`config.mk`:
```
export PLATFORM = sky130hd
export DESIGN_NAME = fir_coef_bank_writer
export DESIGN_NICKNAME = d
export VERILOG_FILES = /design/src/rtl/fir_pkg.sv /design/src/rtl/fir_coef_ram2.sv /design/src/rtl/fir_coef_bank_writer.sv
export SDC_FILE = /design/constraint.sdc
export NUM_CORES = 1
export LEC_CHECK = 0
export CAP_MARGIN = 10
export CORE_ASPECT_RATIO = 0.75
export CORE_UTILIZATION = 25
export CTS_CLUSTER_SIZE = 8
export DETAILED_ROUTE_END_ITERATION = 6
export PLACE_DENSITY = 0.52
export SYNTH_ARGS = -nofsm -noshare
export SYNTH_HDL_FRONTEND = slang
export SYNTH_SLANG_ARGS = --single-unit
```
`constraint.sdc`:
```
create_clock -name sample_clk -period 4.5 [get_ports sample_clk]
set_input_delay 0.675 -clock sample_clk [delete_from_list [all_inputs] [get_ports sample_clk]]
set_output_delay 0.675 -clock sample_clk [all_outputs]
set_load 0.005 [all_outputs]
```
`src/rtl/fir_pkg.sv`:
```
// Shared types and constants for the FIR coefficient path.
package fir_pkg;

    localparam int FIR_NUM_COEF = 24;

    typedef shortint coef_t;
    typedef coef_t   coef_bank_t [FIR_NUM_COEF];

    typedef enum logic {
        READY = 1'b0,
        COPY  = 1'b1
    } coef_wr_state_t;

    // 32767 with the FIR's >>>15 gives near-unity gain on a single tap.
    localparam coef_t COEF_UNITY = 16'sd32767;

endpackage

```
`src/rtl/fir_coef_ram2.sv`:
```
// Two coefficient banks with a two-address write port into one selected bank
// and a full parallel read of the other selected bank.
module fir_coef_ram2
    import fir_pkg::*;
#(
    parameter int NUM_COEF    = FIR_NUM_COEF,
    parameter int ADDR_W      = $clog2(NUM_COEF),
    parameter int DEFAULT_TAP = NUM_COEF/2 - 1
) (
    input  logic              sample_clk,
    input  logic              rst,
    input  logic              i_wbank,
    input  logic              i_we_a,
    input  logic [ADDR_W-1:0] i_addr_a,
    input  coef_t             i_data_a,
    input  logic              i_we_b,
    input  logic [ADDR_W-1:0] i_addr_b,
    input  coef_t             i_data_b,
    input  logic              i_rd_sel,
    output coef_t             o_rd_data [NUM_COEF]
);

    coef_t r_bank0 [NUM_COEF];
    coef_t r_bank1 [NUM_COEF];

    always_ff @(posedge sample_clk) begin
        if (rst) begin
            for (int i = 0; i < NUM_COEF; i++) begin
                r_bank0[i] <= (i == DEFAULT_TAP) ? COEF_UNITY : coef_t'(0);
                r_bank1[i] <= (i == DEFAULT_TAP) ? COEF_UNITY : coef_t'(0);
            end
        end else begin
            if (i_we_a && !i_wbank) r_bank0[i_addr_a] <= i_data_a;
            if (i_we_a &&  i_wbank) r_bank1[i_addr_a] <= i_data_a;
            if (i_we_b && !i_wbank) r_bank0[i_addr_b] <= i_data_b;
            if (i_we_b &&  i_wbank) r_bank1[i_addr_b] <= i_data_b;
        end
    end

    always_comb begin
        for (int i = 0; i < NUM_COEF; i++)
            o_rd_data[i] = i_rd_sel ? r_bank1[i] : r_bank0[i];
    end

endmodule

```
`src/rtl/fir_coef_bank_writer.sv`:
```
// Double-buffered FIR coefficient store: writes land in the shadow bank, a commit
// swaps banks, then the new active bank is copied back into the shadow.
// Optional FIR_COEF_SYMMETRIC_EN: lower-half writes are mirrored (linear phase).
module fir_coef_bank_writer
    import fir_pkg::*;
#(
    parameter int NUM_COEF    = FIR_NUM_COEF,
    parameter int ADDR_W      = $clog2(NUM_COEF),
    parameter int DEFAULT_TAP = NUM_COEF/2 - 1
) (
    input  logic              sample_clk,
    input  logic              rst,
    input  logic              wr_valid,
    output logic              wr_ready,
    input  logic [ADDR_W-1:0] wr_addr,
    input  coef_t             wr_data,
    input  logic              commit_valid,
    output logic              commit_ready,
    output coef_t             coef_out [NUM_COEF],
    output logic              bank_sel,
    output logic [7:0]        cfg_gen,
    output logic              addr_err,
    output logic              busy
);

    localparam logic [ADDR_W-1:0] LAST_IDX = ADDR_W'(NUM_COEF - 1);

    coef_wr_state_t    r_state, w_state_nxt;
    logic [ADDR_W-1:0] r_ci;
    logic              r_bank_sel;
    logic [7:0]        r_cfg_gen;
    logic              r_addr_err;

    logic              w_in_range;
    logic              w_commit_fire;
    logic              w_addr_bad;
    logic              w_we_a, w_we_b;
    logic [ADDR_W-1:0] w_addr_a, w_mirror;
    coef_t             w_data_a;

    assign w_mirror = LAST_IDX - wr_addr;

`ifdef FIR_COEF_SYMMETRIC_EN
    assign w_in_range = int'(wr_addr) < NUM_COEF/2;
`else
    assign w_in_range = int'(wr_addr) < NUM_COEF;
`endif

    always_comb begin
        w_state_nxt   = r_state;
        wr_ready      = 1'b0;
        commit_ready  = 1'b0;
        busy          = 1'b0;
        w_commit_fire = 1'b0;
        w_addr_bad    = 1'b0;
        w_we_a        = 1'b0;
        w_we_b        = 1'b0;
        w_addr_a      = wr_addr;
        w_data_a      = wr_data;
        case (r_state)
            READY: begin
                wr_ready      = 1'b1;
                commit_ready  = 1'b1;
                w_commit_fire = commit_valid;
                if (wr_valid) begin
                    if (w_in_range) begin
                        w_we_a = 1'b1;
`ifdef FIR_COEF_SYMMETRIC_EN
                        w_we_b = 1'b1;
`endif
                    end else begin
                        w_addr_bad = 1'b1;
                    end
                end
                if (commit_valid) w_state_nxt = COPY;
            end
            COPY: begin
                // coef_out already reflects the newly active bank here.
                busy     = 1'b1;
                w_we_a   = 1'b1;
                w_addr_a = r_ci;
                w_data_a = coef_out[r_ci];
                if (r_ci == LAST_IDX) w_state_nxt = READY;
            end
            default: w_state_nxt = READY;
        endcase
    end

    always_ff @(posedge sample_clk) begin
        if (rst) begin
            r_state    <= READY;
            r_ci       <= '0;
            r_bank_sel <= 1'b0;
            r_cfg_gen  <= '0;
            r_addr_err <= 1'b0;
        end else begin
            r_state <= w_state_nxt;
            if (w_commit_fire) begin
                r_bank_sel <= ~r_bank_sel;
                r_cfg_gen  <= r_cfg_gen + 8'd1;
                r_ci       <= '0;
            end else if (r_state == COPY) begin
                r_ci <= (r_ci == LAST_IDX) ? '0 : r_ci + 1'b1;
            end
            // A dropped write in the commit cycle still gets reported.
            if (w_addr_bad)         r_addr_err <= 1'b1;
            else if (w_commit_fire) r_addr_err <= 1'b0;
        end
    end

    // Shadow is always the inactive bank, so a same-cycle write joins the swap.
    fir_coef_ram2 #(
        .NUM_COEF    (NUM_COEF),
        .ADDR_W      (ADDR_W),
        .DEFAULT_TAP (DEFAULT_TAP)
    ) u_ram (
        .sample_clk (sample_clk),
        .rst        (rst),
        .i_wbank    (~r_bank_sel),
        .i_we_a     (w_we_a),
        .i_addr_a   (w_addr_a),
        .i_data_a   (w_data_a),
        .i_we_b     (w_we_b),
        .i_addr_b   (w_mirror),
        .i_data_b   (wr_data),
        .i_rd_sel   (r_bank_sel),
        .o_rd_data  (coef_out)
    );

    assign bank_sel = r_bank_sel;
    assign cfg_gen  = r_cfg_gen;
    assign addr_err = r_addr_err;

endmodule

```
== Word-level counts from Yosys, hierarchy flattened ==
Memories as Yosys holds them, arrays and structs flattened.
Cells that the tools add are included.

* Add/sub/neg operators: 2
* Order comparisons: 2
* Equal/unequal tests: 1
* Multiplexer cells: 58
* Bitwise gates (word level): 3
* Reductions and logical operators: 6

{| class="wikitable"
|+ Operators with widths
! cell !! number
|-
| $mux 16 || 29
|-
| $bmux 16 s5 || 1
|-
| $reduce_or 16->1 || 2
|-
| $mux 1 || 22
|-
| $mux 5 || 4
|-
| $add 8x1->8 const B || 1
|-
| $ge 6x6->1 const B || 1
|-
| $not 5->6 || 1
|-
| $add 5x1->5 const B || 1
|-
| $eq 5x5->1 const B || 1
|-
| $lt 5x5->1 const B || 1
|-
| $pmux 1 s2 || 2
|-
| $logic_and 1x1->1 || 2
|-
| $not 1->1 || 2
|-
| $reduce_bool 2->1 || 1
|-
| $reduce_or 2->1 || 1
|}

* Register bits: 16
* RAM bits: 768
* Input port bits: 25
* Output and inout port bits: 397
* Memories kept: 2

{| class="wikitable"
|+ Memory list
! memory !! words !! width !! read ports !! clocked after Yosys merged registers in !! wr ports !! RTL line !! text
|-
| u_ram.r_bank0 || 24 || 16 || 24 || 0 || 24 || fir_coef_ram2.sv:23 || <nowiki>coef_t r_bank0 [NUM_COEF];</nowiki>
|-
| u_ram.r_bank1 || 24 || 16 || 24 || 0 || 24 || fir_coef_ram2.sv:24 || <nowiki>coef_t r_bank1 [NUM_COEF];</nowiki>
|}

== Logic depth before layout (Yosys ltp) ==
* Depth after elaboration: 10
* Depth in mapped cells: 11
* Gate-level depth less buffers: 6

== Hierarchy ==
From an unflattened synthesis, not the netlist that was laid out.

* Cell total of the unflattened synthesis: 3377
* Area, all modules: 43270.2 µm²

{| class="wikitable"
|+ By module, submodules not included
! module !! instances !! cells an instance !! area each (µm²) !! sequential area each (µm²)
|-
| fir_coef_ram2 || 1 || 2871 || 39072.5 || 23062.1
|-
| fir_coef_bank_writer || 1 || 506 || 4197.8 || 320.3
|}

== Worst setup path after synthesis ==
No wires, ideal clock.

* Path kind: reg2reg
* From: register r_ci[0]
* To: memory u_ram.r_bank0[17][0] in the netlist's numbering (enable)
* Setup time: 0.372 ns
* Data arrival time: 2.216 ns
* Slack: 1.912 ns
* Stages on the path, launching flop included: 11
* Cells stage by stage: dfxtp_1 buf_4 buf_6 buf_4 buf_2 nand2_1 a2bb2oi_1 nor2_1 nand2_1 clkbuf_1 nand2_1

{| class="wikitable"
|+ RTL lines
! item !! RTL line !! text
|-
| start, declared || fir_coef_bank_writer.sv:29 || <nowiki>logic [ADDR_W-1:0] r_ci;</nowiki>
|-
| start signal, assigned || fir_coef_bank_writer.sv:103 || <nowiki>r_ci <= (r_ci == LAST_IDX) ? '0 : r_ci + 1'b1;</nowiki>
|-
| end, declared || fir_coef_ram2.sv:23 ||
|}

==> results.md <==
- Post-synth EDFFs: 768
- Layout Skew: approximately 0.06 ns
- Worst-Margin Slew: roughly 1.1 ns
- Clock buffer depth: 3
- Worst-Skew Late Latency: about 0.73 ns
- Gr ovfl total: 0
- Layout net count: approximately 3500
- Synthesized cell area: roughly 41000 um^2
- FF-to-FF path depth: 7
- Setup violators final: 0
- Number of global-route vias before repair: roughly 29000
- Final Hold Fails: 0
- Highest Clock Rate: approximately 250 MHz
- Top cell type's share of synthesized area: 0.567
- Die width: roughly 470 um
- Initial Util: 0.253
- Cell Pwr Density: 369 nW/um^2
- Design area: 51100 um^2
- Detail Placement HPWL: approximately 130000 um
- Gpl congestion: between 0.8 and 0.9
- R2r startpoint: bank_sel
- DIE HEIGHT: 351 um
- Fillers: approximately 16000
- Slew HR: 0.288
- CTS clk-pin slew, worst paths: approximately 0.050 ns
- CTS tree: done
- Routed WL per cell: approximately 32 um
- IO Port Bufs: 421
- Max FO, Critical Path: 31
- Status: complete, no violations
- Die ar.: about 160000 um^2
- Post-route DRC violation count: 0
- Site Rows: about 130
- Reg2Reg Capture Point: u_ram.r_bank0[11][8]
- Post-Syn Area per Cell: about 13 um^2
- CP Capture Type: output port
- Hold Path Sink: cfg_gen[7]
- Initial DRC count: around 3500
- Startpoint class of the critical path: flop
- P_leak: between 0.015 and 0.02 uW
- Total CTS buffers: between 100 and 150
- Post-Synthesis Cells: between 3000 and 4000
- Tcrit/Tclk final: 0.882
- GR Util met1: 0.294
- Min Tclk post-route: a little under 4 ns
- First-pass GRT wire length: 244000 um
- Max-Cap Viols: 0
- Async SR Flop Fraction: 0
- Tot GR Track Use: 0.213
- Worst hold path depth: 2
- Register bit total from synthesis: approximately 780
- Worst Path Required: approximately 3.8 ns
- Grt met3 use: 0.0443
- Most frequent cells in the layout: edfxtp_1 (768), a21oi_1 (744), mux2_2 (483)
- Hold path start: cfg_gen[7]
- # hold bufs at CTS: 0
- WHS: ~0.51 ns
- Top_reg_cell synth: edfxtp_1
- Setup TNS: 0 ns
- Via count: 30300
- Largest area contributor in the synthesized netlist: edfxtp_1
- Io pins: 422
- Drt pass-1 iters: 5
- Synth area leaders: edfxtp_1 (57%), mux2_2 (13%), a21oi_1 (9.2%), mux4_2 (5.3%), mux2i_1 (2.6%)
- CP Class: reg2out
- Post-Syn Nets: roughly 3000
- Maximum VDD drop: ~0.28 mV
- Routed vias/inst: roughly 5.4
- Layout cells sized above 1: 0.278
- Flop-to-flop setup slack: roughly 0.81 ns
- Register area share after synthesis: 0.575
- P&R area growth vs syn: 25.6%
- Pins Over Slew Limit: 0
- Post-CTS sizing: 0
- Routing usage on met2: 0.333
- Post-DP Area: roughly 48000 um^2
- Warning count from the yosys run: 0
- Core Box Area: 161000 um^2
- WP data arrival: 3.29 ns
- Detail Route Antenna Nets: 0
- Largest net degree at the start of global routing: 65
- Clk root buf: clkbuf_16
- Sink Count: about 780
- Final WL: 180000 um
- Most common cell after layout, fill and taps aside: edfxtp_1
- Most Crowded Layer GR: met2
- Initial antenna violation count: 13
- Htree depth: 3
- Synth cell types: around 50
- RSZ-0062 raised after global routing: no
- # Post-CTS Setup Buffers: 0
- Worst min path class: reg2reg
## cell usage after synthesis, drive strengths merged, types with 16 or more instances
cell type	instances
a211oi	18
a21oi	744
a22o	32
and3	17
buf	246
clkbuf	103
dfxtp	16
edfxtp	768
mux2	483
mux2i	107
mux4	96
nand2	123
nand3	50
nor2	54
nor2b	38
nor3	17
nor4	17
o22ai	48
## per-layer routing
metal	vias up	wire (um)	share of wire
li1	12600	-	-
met1	15900	77100	0.43
met2	1522	82200	0.46
met3	208	14900	0.083
met4	2	5980	0.033
met5	-	8	0.000044
## registers in the layout (all words and copies together), names as in the netlist
| name | cells |
|---|---|
| bank_sel | 1 |
| r_state | 1 |
| cfg_gen | 8 |
| r_ci | 5 |
| addr_err | 1 |
| u_ram.r_bank1 | 384 |
| u_ram.r_bank0 | 384 |
## critical path, stage by stage (launching register included)
cell and delay [ns]:
dfxtp_4 0.81, buf_4 0.44, buf_4 0.41, mux2_2 0.44
clkdlybuf4s50_1 0.50
## power by group
part	internal, uW	leakage, uW	switching, uW
Clock	4420	0.00143	3220
Combinational	1210	0.00796	1580
Sequential	8270	0.00796	168
Total	13900	0.0174	4960
## worst max path at each step
stage,startpoint,to,slack [ns],cells past startpoint
CTS,bank_sel,coef_out[259],0.45,4
detailed placement,bank_sel,u_ram.r_bank1[20][8],0.77,7
global placement,bank_sel,u_ram.r_bank1[17][8],0.80,7
global route,bank_sel,coef_out[275],0.40,4
floorplan,r_ci[0],u_ram.r_bank0[17][0],1.91,10
finish,bank_sel,coef_out[323],0.53,4
## cell type report
type,instances,area (um^2),area share
flip-flops and latches,784,23400,0.458
multi-input cells,1924,15600,0.306
repair buffers,657,6400,0.125
clock buffers,126,2800,0.0548
well taps,2128,2660,0.0521
clock inverters,6,149,0.00291
inverters,8,30.0,0.000588
diodes,2,5.00,0.0000980
## per-stage QoR
stage	instances	util	total power, uW	setup WS [ns]
detailed placement	5501	0.300	11400	0.765
finish	5635	0.318	18900	0.532
CTS	5633	0.318	19000	0.450
global placement	5501	0.300	11400	0.802
global route	5633	0.318	19400	0.404
floorplan	3065	-	9850	1.91
## cell families (layout without fill, tap and decap cells)
family	count (synthesis)	in the layout	synth area share
other	0	2	0
AOI/OAI and AO/OA	894	894	0.121
adders and majority gates	2	2	0.000615
muxes	686	686	0.213
buffers and inverters	357	797	0.0469
DFF	784	784	0.575
xor gates and xnor gates	6	6	0.00129
and+or+nand+nor	336	336	0.0416
Power figures use the tool's default switching activity.
